--- src/rtl/cla_pkg.sv ---
// Shared types and configuration helpers for the pipelined carry-look-ahead adder.
// Pure declarations: no logic, no latency, no flow control.
package cla_pkg;

  typedef struct packed {
    logic g;
    logic p;
  } gp_t;

  function automatic int seg_width(input int width, input int segs);
    return width / segs;
  endfunction

  // Every stage must hold a whole number of look-ahead groups.
  function automatic bit cfg_ok(input int width, input int block, input int segs);
    return (segs >= 1) && (block >= 1) && ((width % (segs * block)) == 0);
  endfunction

endpackage

--- src/rtl/cla_block.sv ---
// Combinational BLOCK-bit carry-look-ahead group: sum bits plus group generate/propagate.
// Zero latency, no flow control; the enclosing stage register owns the handshake.
module cla_block #(
  parameter int BLOCK = 4
) (
  input  logic [BLOCK-1:0] a,
  input  logic [BLOCK-1:0] b,
  input  logic             ci,
  output logic [BLOCK-1:0] s,
  output logic             g,
  output logic             p
);

  logic [BLOCK-1:0] gi;
  logic [BLOCK-1:0] pi;
  logic [BLOCK-1:0] c;
  logic             t;

  assign gi = a & b;
  assign pi = a ^ b;

  // Each carry is a flat sum-of-products over the group; no bit waits on its neighbour.
  always_comb begin
    c    = '0;
    c[0] = ci;
    g    = 1'b0;
    t    = 1'b0;
    for (int i = 1; i < BLOCK; i++) begin
      t = ci;
      for (int j = 0; j < i; j++) t = t & pi[j];
      c[i] = t;
      for (int j = 0; j < i; j++) begin
        t = gi[j];
        for (int m = j + 1; m < i; m++) t = t & pi[m];
        c[i] = c[i] | t;
      end
    end
    for (int j = 0; j < BLOCK; j++) begin
      t = gi[j];
      for (int m = j + 1; m < BLOCK; m++) t = t & pi[m];
      g = g | t;
    end
  end

  assign p = &pi;
  assign s = pi ^ c;

endmodule

--- src/rtl/cla_adder_pipe.sv ---
// Pipelined CLA add/sub, one segment per stage: SEGS cycles latency, one result per cycle.
// A held output (out_valid & ~out_ready) freezes every stage and drops in_ready.
module cla_adder_pipe
  import cla_pkg::*;
#(
  parameter int WIDTH = 32,
  parameter int BLOCK = 4,
  parameter int SEGS  = 4
) (
  input  logic             clk,
  input  logic             rst_n,
  input  logic             in_valid,
  output logic             in_ready,
  input  logic [WIDTH-1:0] a,
  input  logic [WIDTH-1:0] b,
  input  logic             cin,
  input  logic             sub,
  output logic             out_valid,
  input  logic             out_ready,
  output logic [WIDTH-1:0] sum,
  output logic             carry,
  output logic             overflow
);

  localparam int SW = seg_width(WIDTH, SEGS);
  localparam int NB = SW / BLOCK;

  if (!cfg_ok(WIDTH, BLOCK, SEGS)) begin : g_cfg_err
    $error("cla_adder_pipe: WIDTH must be a multiple of SEGS*BLOCK");
  end

  logic adv;
  assign adv      = ~out_valid | out_ready;
  assign in_ready = adv;

  for (genvar k = 0; k < SEGS; k++) begin : g_stg
    localparam int HW = WIDTH - k * SW;  // operand bits not yet summed
    localparam int LW = (k + 1) * SW;    // sum bits completed after this stage

    logic [HW-1:0] ai;
    logic [HW-1:0] bi;
    logic          ci;
    logic          vi;
    logic [SW-1:0] ssum;
    logic [NB:0]   gc;
    gp_t           gp [NB];
    logic [LW-1:0] s_nxt;
    logic [LW-1:0] s_q;
    logic          c_q;
    logic          v_q;

    if (k == 0) begin : g_src
      assign ai    = a;
      assign bi    = b ^ {WIDTH{sub}};
      assign ci    = sub | cin;
      assign vi    = in_valid;
      assign s_nxt = ssum;
    end else begin : g_src
      assign ai    = g_stg[k-1].g_skew.a_q;
      assign bi    = g_stg[k-1].g_skew.b_q;
      assign ci    = g_stg[k-1].c_q;
      assign vi    = g_stg[k-1].v_q;
      assign s_nxt = {ssum, g_stg[k-1].s_q};
    end

    assign gc[0] = ci;
    for (genvar j = 0; j < NB; j++) begin : g_grp
      cla_block #(.BLOCK(BLOCK)) u_blk (
        .a  (ai[j*BLOCK +: BLOCK]),
        .b  (bi[j*BLOCK +: BLOCK]),
        .ci (gc[j]),
        .s  (ssum[j*BLOCK +: BLOCK]),
        .g  (gp[j].g),
        .p  (gp[j].p)
      );
      assign gc[j+1] = gp[j].g | (gp[j].p & gc[j]);
    end

    // Data only loads on a valid transfer, so a bubble leaves the last result visible.
    always_ff @(posedge clk or negedge rst_n) begin
      if (!rst_n) begin
        v_q <= 1'b0;
        s_q <= '0;
        c_q <= 1'b0;
      end else if (adv) begin
        v_q <= vi;
        if (vi) begin
          s_q <= s_nxt;
          c_q <= gc[NB];
        end
      end
    end

    if (k < SEGS - 1) begin : g_skew
      logic [HW-SW-1:0] a_q;
      logic [HW-SW-1:0] b_q;
      always_ff @(posedge clk or negedge rst_n) begin
        if (!rst_n) begin
          a_q <= '0;
          b_q <= '0;
        end else if (adv && vi) begin
          a_q <= ai[HW-1:SW];
          b_q <= bi[HW-1:SW];
        end
      end
    end else begin : g_last
      logic ovf_q;
      // Carry into the MSB is recovered as s ^ p of that bit.
      always_ff @(posedge clk or negedge rst_n) begin
        if (!rst_n) begin
          ovf_q <= 1'b0;
        end else if (adv && vi) begin
          ovf_q <= ssum[SW-1] ^ ai[SW-1] ^ bi[SW-1] ^ gc[NB];
        end
      end
    end
  end

  assign out_valid = g_stg[SEGS-1].v_q;
  assign sum       = g_stg[SEGS-1].s_q;
  assign carry     = g_stg[SEGS-1].c_q;
  assign overflow  = g_stg[SEGS-1].g_last.ovf_q;

endmodule

--- config.mk ---
export PLATFORM = sky130hd
export DESIGN_NAME = cla_adder_pipe
export DESIGN_NICKNAME = d
export VERILOG_FILES = /design/src/rtl/cla_pkg.sv /design/src/rtl/cla_block.sv /design/src/rtl/cla_adder_pipe.sv
export SDC_FILE = /design/constraint.sdc
export NUM_CORES = 1
export LEC_CHECK = 0
export BUFFER_PORTS_ARGS = -buffer_cell sky130_fd_sc_hd__clkbuf_2
export CAP_MARGIN = 10
export CORE_ASPECT_RATIO = 1.1
export CORE_UTILIZATION = 58
export CTS_BUF_LIST = sky130_fd_sc_hd__clkbuf_16
export DETAILED_ROUTE_END_ITERATION = 10
export PLACE_DENSITY_LB_ADDON = 0.08
export SLEW_MARGIN = 20
export SYNTH_ARGS = -nofsm -noshare
export SYNTH_HDL_FRONTEND = slang
export SYNTH_HIERARCHICAL = 1
export SYNTH_SLANG_ARGS = --single-unit
--- constraint.sdc ---
create_clock -name clk -period 4.6 [get_ports clk]
set_input_delay 0 -clock clk [delete_from_list [all_inputs] [get_ports clk]]
set_output_delay 0 -clock clk [all_outputs]
set_load 0.005 [all_outputs]
# ---- Word-level counts from Yosys, hierarchy flattened
# Cells that the tools add are included.
dict set report totals {
  ff_bits 185
  input_bits 70
  wordCells 226
  output_inout_bits 36
}
dict set report classes {
  reduce_logical 16
  n_bitwise 191
}
# operator n
set op_table {}
lappend op_table {{$or 1x1->1} 82}
lappend op_table {{$and 1x1->1} 80}
lappend op_table {{$xor 4x4->4} 16}
lappend op_table {{$and 4x4->4} 8}
lappend op_table {{$reduce_and 4->1} 8}
lappend op_table {{$xor 32x32->32} 1}
lappend op_table {{$reduce_and 2->1} 4}
lappend op_table {{$logic_and 1x1->1} 4}
lappend op_table {{$xor 1x1->1} 3}
lappend op_table {{$not 1->1} 1}

# ---- Longest topological paths before layout
# Gate-level depths: netlist (run 1).
dict set report depth {
  ltp_word 18
  mapped_depth 12
  depth_no_buf 11
}

# ---- Modules after synthesis
# The synthesis (run 1) kept the hierarchy.
# mod instances area_per_inst_um2 seq_area_each_um2 cells_each
set modules_own_cells {}
lappend modules_own_cells {cla_adder_pipe 1 7393.3 4629.4 483}
lappend modules_own_cells {{cla_block (g_stg[1].g_grp[1].u_blk ...)} 5 177.7 0.0 24}
lappend modules_own_cells {{cla_block (g_stg[0].g_grp[0].u_blk ...)} 3 180.2 0.0 23}

# ---- Least setup slack after synthesis (run 1)
# Ideal clock, no wire load.
dict set report synth_path {
  path_kind {reg-to-reg}
  start {reg g_stg[2].g_skew.a_q[1]}
  end {reg g_stg[3].g_last.ovf_q (netlist: overflow)}
  synth_period_minus_slack_ps 2665
  arrival_time_ps 2598
  path_stages_with_launch 12
  t_required_ps 4533
  slack_ps 1935
  n_path_buf 0
  setup_ps 67
  path_cell_list {dfrtp_1 ha_1 a21oi_1 o21ai_0 a21o_1 ha_1 o211ai_1 nand2_1 xor2_1 xor3_1 a2111oi_0 a221o_1}
}
# element line
set synth_lines {}
lappend synth_lines {{from (decl)} cla_adder_pipe.sv:95} ;# logic [HW-SW-1:0] a_q;
lappend synth_lines {{from (signal assigned)} cla_adder_pipe.sv:102} ;# a_q <= ai[HW-1:SW];
lappend synth_lines {{to (signal assigned)} cla_adder_pipe.sv:113} ;# ovf_q <= ssum[SW-1] ^ ai[SW-1] ^ bi[SW-1] ^ gc[NB];
lappend synth_lines {{to (decl)} cla_adder_pipe.sv:107} ;# logic ovf_q;

==> results of run 1 <==
==> stage by stage <==
stage	cell area [µm²]	hold WS, ns	utilization	std cells	setup slack (ns)
CTS	10500	0.0697	0.719	1026	1.60
global placement	9450	0.168	0.646	944	1.66
global route	10500	0.114	0.719	1026	1.41
finish	10500	0.0702	0.719	1026	1.61
floorplan	8820	-0.296	-	672	1.94
detailed placement	9450	0.179	0.646	944	1.56
==> kinds of logic after synthesis <==
kind of cell               Yosys count  share of synthesized area
DFF                                185                      0.525
muxes                              152                      0.208
adders and majority gates           48                     0.0749
buffers and inverters               66                     0.0363
AOI/OAI and AO/OA                  117                     0.0739
and+or+nand+nor                     47                     0.0243
xor gates and xnor gates            57                     0.0583
==> area by class of cell <==
| class | instances | area [µm²] |
|---|---|---|
| timing repair buffer | 159 | 1060 |
| inverter | 37 | 139 |
| sequential | 185 | 4630 |
| clock inverter | 15 | 135 |
| fill | 1053 | 4100 |
| clock buffer | 17 | 425 |
| multi-input combinational | 421 | 3880 |
| tap | 192 | 240 |
==> repair_timing <==
action,CTS,global route
endpoints found under the hold margin,152,0
hold buffers,50,0
gates resized for setup,0,0
==> synth_stat cells <==
cell type | number | share of area
nand3_1 | 1 | 0.00057
clkbuf_1 | 6 | 0.0026
nor2b_4 | 1 | 0.0016
mux2_4 | 32 | 0.054
fa_1 | 8 | 0.018
ha_1 | 40 | 0.057
a221o_1 | 1 | 0.0011
o21a_1 | 9 | 0.0077
dfrtp_1 | 185 | 0.52
a2111oi_0 | 2 | 0.0020
and2_1 | 1 | 0.00071
o21ai_0 | 15 | 0.0085
xnor2_1 | 40 | 0.040
o211ai_1 | 8 | 0.0068
a21o_1 | 4 | 0.0034
or2_2 | 2 | 0.0014
mux2_2 | 120 | 0.15
and4_2 | 3 | 0.0034
a31oi_1 | 1 | 0.00071
buf_6 | 7 | 0.0089
nand2_1 | 25 | 0.011
xor2_1 | 16 | 0.016
inv_1 | 36 | 0.015
xor3_1 | 1 | 0.0027
nor2_1 | 14 | 0.0060
inv_2 | 1 | 0.00043
buf_2 | 16 | 0.0091
a21oi_1 | 77 | 0.044
==> path summary, 6_finish.rpt <==
check	from	cells after the start	end
setup / recovery	g_stg[2].g_skew.a_q[1]	11	overflow
hold / removal	a[7]	6	g_stg[0].c_q
setup reg to reg	g_stg[2].g_skew.a_q[1]	11	overflow
hold reg to reg	g_stg[2].s_q[21]	1	sum[21]
max in group asynchronous	rst_n	3	g_stg[2].s_q[11]
min in group asynchronous	rst_n	2	sum[27]
==> layer usage <==
layer  track usage  vias up  routed length, µm
met5             0        -                  0
met4        0.0889        0                327
met3        0.0425       24                686
met1         0.293     2799               7220
met2         0.421      121               9020
li1              -     2614                  -
==> power by group through the flow <==
stage / Combinational, W / Sequential, W / Clock (W)
4_1_cts: 0.00317 / 0.00282 / 0.00141
6_report: 0.00313 / 0.00281 / 0.00138
5_1_grt: 0.00347 / 0.00291 / 0.00148
3_5_place_dp: 0.00311 / 0.00284 / 0
2_1_floorplan: 0.00243 / 0.00271 / 0
3_3_place_gp: 0.00298 / 0.00280 / 0
==> worst min-delay path, cell delays in order <==
cell      delay [ns]
clkbuf_2        0.08
ha_1            0.13
a21oi_1         0.04
o21ai_0         0.06
inv_1           0.04
a31oi_1         0.11
==> registers in the layout (all words and copies together), names as in the netlist <==
name              count
sum                  32
out_valid             1
g_stg.g_skew.a_q     48
g_stg.g_skew.b_q     48
overflow              1
g_stg.c_q             3
carry                 1
g_stg.v_q             3
g_stg.s_q            48
==> results.cfg, run 1 <==
[run_status]
outcome = complete, no violations

[worst_setup_path]
timing.critical_path.arrival_ns = 3.36
setup.worst_path.start_class = flip-flop
worst_path_most_repeated_cell = ha_1
end_kind = flip-flop
critical_path.slowest_cell = a2111oi_0
required_worst_endpoint_ns = 4.97
reg2reg_slack_ns = 1.61
critPathKind = flip-flop to flip-flop
path_max_fanout = 5
timing.critical_path.slowest_cell_delay_ns = 0.42
critPathBufInv = 0
cpLargestDelayFamily = compound AO/OA/AOI/OAI gates
cp_cell_sequence = ha_1 > a21oi_1 > o21ai_0 > a21o_1 > ha_1 > o211ai_1 > nand2_1 > xor2_1 > xor3_1 > a2111oi_0 > a221o_1

[route]
detail_route.drc_violations = 0
avgViaCountPerCell = 5.42
routed_wl_um = 17300
wirelength_per_cell_um = 16.8
drt_first_iter_violations = 178
detail-route-antenna-nets = 0
firstDrtPassIters = 4
detailroute.via_count = 5558

[global_route]
grt_pass1_vias = 5945
number_of_antenna_violations_at_the_first_check_in_global_routing = 0
pin_count_of_the_biggest_net_entering_global_routing = 104
overflow_after_grt = 0
first_pass_grt_wire_length_um = 29400
grt_use_total = 0.240

[clock_tree]
cts_num_sinks = 185
postCtsSetupBuffers = 0
tritoncts.num_buffers = 17
cts.root.buffer_cell = clkbuf_16
worst_skew_pair.late_latency_ns = 0.43
cts.htree.levels = 4
clkTransAtPathRegs_ns = 0.07
cts.path.max_buffers = 2
cts_tree = yes

[finish]
layout_commonest_cell = dfrtp_1
areaGrowthSynthToFinish_pct = 19.2
drive_above_1_share = 0.363
num-nets-final = 939
antennaDiodeCount = 0
mostFrequentLayoutCells = dfrtp_1, mux2_2, clkbuf_2

[sta]
slew_viol_final = 0
finalHoldViolations = 0
timing.fmax_mhz = 335
share_of_the_clock_period_used_by_the_worst_path = 0.649
grt_setup_unrepaired = false
worst_pin_slew_ns = 1.08
setup_viol = 0
skew_ns = 0.00682
max-slew-margin-rel = 0.282
period_needed_ns = 2.99
total_negative_setup_slack_ns = 0

[power_and_ir_drop]
power_spent_charging_and_discharging_nets_w = 0.00251
power_leakage_nw = 4.86
sequentialPowerShare = 0.384
p_clk_frac = 0.189
portion_of_total_power_attributed_to_combinational_logic = 0.427
power_per_standard_cell_area_nw_per_um2 = 696
switching_share = 0.343
cell_internal_pwr_w = 0.00481
ir_drop_v = 0.000418
power.total_w = 0.00732

[synthesis]
synth_area_um2 = 8820
synth_cells = 672
yosys_warnings = 6
synth_cell_types = 28
synth.avg_cell_area_um2 = 13.1
postSynthRegisterBits = 185
seq_area_frac_synth = 0.525
synth.net_count = 790

[floorplan]
die-height_um = 131
die_area_um2 = 15700
core_area_um2 = 14600
initial_utilization = 0.603
core.rowCount = 46
io_pins = 106
die-width_um = 120

[place]
placement.io_buffers = 105
dp.final_hpwl_um = 11200
routabilityCongestion = 0.889

[hold_path]
hp-class = input port to flip-flop

[job]
drv.max_cap_violation_count = 0
Power figures use the tool's default switching activity.
==> run 2, diff against run 1 <==
clock period = 3.1 ns   (was 4.6 ns; I/O delays follow)
==> run 2 against run 1 <==
Clock power rose by 66%. Worst setup slack got worse by 1.4 ns. Sequential cell count did not move. Sequential share of layout area fell by 0.67 points. Sequential power rose by 49%. Total power rose by 53%. Non-clock buffer count rose by 8. Core utilization rose by 1.1 points. Cell count rose by 0.78%. Routed wire length rose by 0.23%. Clock-buffer cell count did not move.
==> results.cfg, run 2 (same netlist as run 1, synthesis figures left out) <==
[run_status]
outcome = complete, no violations

[power_and_ir_drop]
ir_drop_v = 0.000473
p_clk_frac = 0.205
portion_of_total_power_attributed_to_combinational_logic = 0.421
sequentialPowerShare = 0.374
switching_share = 0.332
power.total_w = 0.0112
power_spent_charging_and_discharging_nets_w = 0.00371
power_leakage_nw = 4.93
cell_internal_pwr_w = 0.00747
power_per_standard_cell_area_nw_per_um2 = 1050

[sta]
worst_pin_slew_ns = 0.604
slew_viol_final = 0
fin_hold_ws_ns = 0.0571
share_of_the_clock_period_used_by_the_worst_path = 0.944
grt_setup_unrepaired = false
total_negative_setup_slack_ns = 0
finalHoldViolations = 0
setup_viol = 0
period_needed_ns = 2.93
timing.fmax_mhz = 342
skew_ns = 0.00705
max-slew-margin-rel = 0.587

[clock_tree]
cts_num_sinks = 185
worst_skew_pair.late_latency_ns = 0.43
cts_tree = yes
cts.htree.levels = 4
cts.path.max_buffers = 2
tritoncts.num_buffers = 17
clkTransAtPathRegs_ns = 0.07
cts.root.buffer_cell = clkbuf_16
postCtsSetupBuffers = 0

[route]
detail_route.drc_violations = 0
wirelength_per_cell_um = 16.7
detail-route-antenna-nets = 0
drt_first_iter_violations = 264
avgViaCountPerCell = 5.41
firstDrtPassIters = 4
detailroute.via_count = 5590
routed_wl_um = 17300

[global_route]
grt_use_total = 0.239
grt_pass1_vias = 6000
pin_count_of_the_biggest_net_entering_global_routing = 70
number_of_antenna_violations_at_the_first_check_in_global_routing = 0
overflow_after_grt = 0
first_pass_grt_wire_length_um = 29300

[worst_setup_path]
critPathKind = flip-flop to flip-flop
timing.critical_path.slowest_cell_delay_ns = 0.40
worst_path_most_repeated_cell = ha_1
cp_cell_sequence = ha_1 > a21oi_1 > o21ai_0 > a21o_1 > ha_1 > o211ai_1 > nand2_1 > xor2_2 > xor3_1 > a2111oi_2 > a221o_1
path_max_fanout = 5
setup.worst_path.start_class = flip-flop
cpLargestDelayFamily = compound AO/OA/AOI/OAI gates
timing.critical_path.arrival_ns = 3.30
required_worst_endpoint_ns = 3.47
end_kind = flip-flop
critPathBufInv = 0
critical_path.slowest_cell = xor3_1
worstSetupStartpoint = g_stg[2].g_skew.a_q[1]
timing.rr.start = g_stg[2].g_skew.a_q[1]

[finish]
drive_above_1_share = 0.372
mostFrequentLayoutCells = dfrtp_1, mux2_2, clkbuf_2
fillers = 1007
top_regs = g_stg.g_skew.a_q x48, g_stg.g_skew.b_q x48, g_stg.s_q x48
final_cell_count_no_fill = 1034
finish.instance_area_um2 = 10700
num-nets-final = 947
areaGrowthSynthToFinish_pct = 21.0
layout_commonest_cell = dfrtp_1
antennaDiodeCount = 0

[floorplan]
io_pins = 106
die_area_um2 = 15700
die-height_um = 131
die-width_um = 120
initial_utilization = 0.603
core_area_um2 = 14600
core.rowCount = 46

[place]
placement.io_buffers = 105
routabilityCongestion = 0.898
dp_cells = 952
dp.final_hpwl_um = 11300
detailed_place.area_um2 = 9540

[hold_path]
hp-class = input port to flip-flop
hold_path_startpoint = cin

[job]
drv.max_cap_violation_count = 0
==> run 2: per-stage QoR <==
step / setup slack [ns] / util
after floorplan: 0.435 / -
after global placement: 0.304 / 0.652
after detailed placement: 0.158 / 0.652
after CTS: 0.121 / 0.729
after global routing: 0.00871 / 0.730
final: 0.174 / 0.730
==> run 2: final timing paths <==
| kind | endpoint | slack, ns | depth (start not counted) |
|---|---|---|---|
| min reg2reg | g_stg[2].s_q[10] | 0.50 | 1 |
| min | g_stg[0].c_q | 0.06 | 4 |
| max reg2reg | overflow | 0.17 | 11 |
| max | overflow | 0.17 | 11 |
| min in group asynchronous | g_stg[2].g_skew.b_q[0] | 0.13 | 2 |
| max in group asynchronous | g_stg[1].s_q[10] | 2.01 | 3 |
==> run 2: repair_timing <==
item                                   CTS  global route
gates resized for setup                  0             3
setup endpoints to repair                0             1
hold buffers                            50             0
endpoints found under the hold margin  117             0
==> run 2: metal layers <==
metal,global-route usage,part of all wire,vias to the layer above
li1,-,-,2632
met1,0.296,0.44,2817
met2,0.409,0.51,110
met3,0.0477,0.032,31
met4,0.0931,0.022,0
met5,0,0,-
==> run 2: cell type report <==
class	instances	area, µm²	share of cell area
timing repair buffer	167	1150	0.107
tap	192	240	0.0225
clock inverter	15	203	0.0190
clock buffer	17	425	0.0398
multi-input combinational	421	3890	0.365
inverter	37	139	0.0130
sequential	185	4630	0.434
==> run 2: power groups by stage <==
stage	Sequential (W)	Clock (W)	Combinational, W
floorplan	0.00403	0	0.00361
finish	0.00418	0.00229	0.00471
detailed placement	0.00422	0	0.00463
global placement	0.00416	0	0.00446
global route	0.00432	0.00243	0.00524
CTS	0.00419	0.00232	0.00472
==> run 2: tightest hold or removal path, cell delays in order <==
cell	delay (ns)
clkbuf_2	0.09
o21a_1	0.11
o21ai_0	0.08
a31oi_1	0.16
==> run 3, diff against run 2 <==
CELL_PAD_IN_SITES_DETAIL_PLACEMENT = 1   (was unset)
CELL_PAD_IN_SITES_GLOBAL_PLACEMENT = 2   (was unset)
CORE_UTILIZATION = 40   (was 58)
==> run 3 against run 2 <==
Via count shrank 0.93%. Sequential cell count stayed put. Clock-buffer cell count unchanged. Register-to-register slack improved by 0.08 ns. Clock skew rose by 0.0026 ns. Routed wire length increased by 10%. Critical path type unchanged. Critical endpoint unchanged. Largest cell class unchanged.
==> results.cfg, run 3 (same netlist as run 1, synthesis figures left out) <==
[route]
drt_first_iter_violations = 131
firstDrtPassIters = 6
routed_wl_um = 19100
wirelength_per_cell_um = 16.9
detail-route-antenna-nets = 0
detailroute.via_count = 5538
detail_route.drc_violations = 0
avgViaCountPerCell = 4.90

[worst_setup_path]
required_worst_endpoint_ns = 3.46
timing.critical_path.slowest_cell_delay_ns = 0.39
worstSetupStartpoint = g_stg[2].g_skew.a_q[1]
path_max_fanout = 5
critPathKind = flip-flop to flip-flop
end_kind = flip-flop
setup.worst_path.start_class = flip-flop
timing.rr.start = g_stg[2].g_skew.a_q[1]
cp_cell_sequence = ha_1 > a21oi_1 > o21ai_0 > a21o_1 > ha_1 > o211ai_1 > nand2_1 > xor2_1 > xor3_1 > a2111oi_1 > a221o_1
critical_path.slowest_cell = a2111oi_1
timing.reg2reg.worst_path_depth = 11
timing.critical_path.arrival_ns = 3.21
crit-reg2reg-capture = overflow
reg2reg_slack_ns = 0.25
worst_path_most_repeated_cell = ha_1

[hold_path]
hold_path_startpoint = cin
min_delay_path_depth = 4
hp-class = input port to flip-flop
endpoint_of_the_worst_hold_path = g_stg[0].c_q

[clock_tree]
clkTransAtPathRegs_ns = 0.07
cts.htree.levels = 4
cts_num_sinks = 185
cts.root.buffer_cell = clkbuf_16
postCtsSetupBuffers = 0
tritoncts.num_buffers = 17
cts.path.max_buffers = 2
worst_skew_pair.late_latency_ns = 0.43
cts_tree = yes

[sta]
period_needed_ns = 2.85
timing.fmax_mhz = 351
skew_ns = 0.00969
worst_pin_slew_ns = 0.788
setup_viol = 0
total_negative_setup_slack_ns = 0
share_of_the_clock_period_used_by_the_worst_path = 0.918
fin_hold_ws_ns = 0.0797
finalHoldViolations = 0
fin_ws_ns = 0.253
slew_viol_final = 0
max-slew-margin-rel = 0.474
grt_setup_unrepaired = false

[floorplan]
initial_utilization = 0.410
die_area_um2 = 22700
io_pins = 106
core.rowCount = 56
die-height_um = 158
die-width_um = 144
core_area_um2 = 21500

[global_route]
first_pass_grt_wire_length_um = 32000
grt_use_total = 0.186
pin_count_of_the_biggest_net_entering_global_routing = 85
overflow_after_grt = 0
number_of_antenna_violations_at_the_first_check_in_global_routing = 0
grt_pass1_vias = 6249

[finish]
final_core_util = 0.501
drive_above_1_share = 0.369
mostFrequentLayoutCells = dfrtp_1, mux2_2, clkbuf_2
top_regs = g_stg.g_skew.a_q x48, g_stg.g_skew.b_q x48, g_stg.s_q x48
antennaDiodeCount = 0
num-nets-final = 946
final_cell_count_no_fill = 1131
layout_commonest_cell = dfrtp_1
areaGrowthSynthToFinish_pct = 22.1

[place]
dp_cells = 1049
placement.io_buffers = 105
dp_slack_ns = 0.113
routabilityCongestion = 0.788
dp.final_hpwl_um = 12800

[job]
drv.max_cap_violation_count = 0

[power_and_ir_drop]
power_per_standard_cell_area_nw_per_um2 = 1030
ir_drop_v = 0.000382
power_leakage_nw = 4.92

[run_status]
outcome = complete, no violations
[run 3: cell count changes in the layout (fill, tap and decap cells not counted), sizes merged]
cell,previous run,this run
inv,37,47
clkinv,6,1
bufinv,4,1
clkinvlp,5,3
buf,13,12
[run 3: what timing repair did]
action,4_1_cts,5_1_grt
setup endpoints to repair,0,1
resized for setup,0,1
endpoints found under the hold margin,132,0
hold buffers,50,0
[run 3: final cells by class]
class | instances | area [µm²]
clock buffers | 17 | 425
clock inverters | 15 | 151
fillers | 2246 | 10700
inverters | 37 | 139
multi-input cells | 421 | 3880
flip-flops and latches | 185 | 4630
well taps | 290 | 363
repair buffers | 166 | 1180
[run 3: how the worst max path moves through the flow]
stage | cells after the start | slack [ns] | to
final | 11 | 0.25 | overflow
after global routing | 11 | 0.08 | overflow
after CTS | 11 | 0.1 | overflow
after detailed placement | 11 | 0.11 | overflow
after global placement | 11 | 0.26 | overflow
after floorplan | 11 | 0.44 | overflow
[run 3: critical path, delay by kind of cell, from the launching register on]
kind / cells / cell delay [ns]
flip-flops: 1 / 0.38
adder cells (fa/ha/maj): 2 / 0.58
XOR/XNOR: 2 / 0.49
AND/OR/NAND/NOR: 1 / 0.08
AO/OA/AOI/OAI: 6 / 1.27
[run 3: power breakdown]
| group | internal [W] | switching (W) | total, W |
|---|---|---|---|
| sequential | 0.00354 | 0.000644 | 0.00419 |
| clock | 0.00114 | 0.00100 | 0.00214 |
| combinational | 0.00258 | 0.00215 | 0.00473 |
[run 3: layer usage]
layer / share of wire / global-route usage / vias up
met4: 0.0083 / 0.0512 / 0
met1: 0.43 / 0.226 / 2815
met3: 0.026 / 0.0372 / 13
met2: 0.54 / 0.334 / 78
li1: - / - / 2632
met5: 0 / 0 / -
[run 3: stage by stage]
step / power (W) / cell area [µm²]
after detailed placement: 0.00904 / 9690
after global placement: 0.00881 / 9690
final: 0.0111 / 10800
after CTS: 0.0113 / 10800
after floorplan: 0.00763 / 8820
after global routing: 0.0120 / 10800
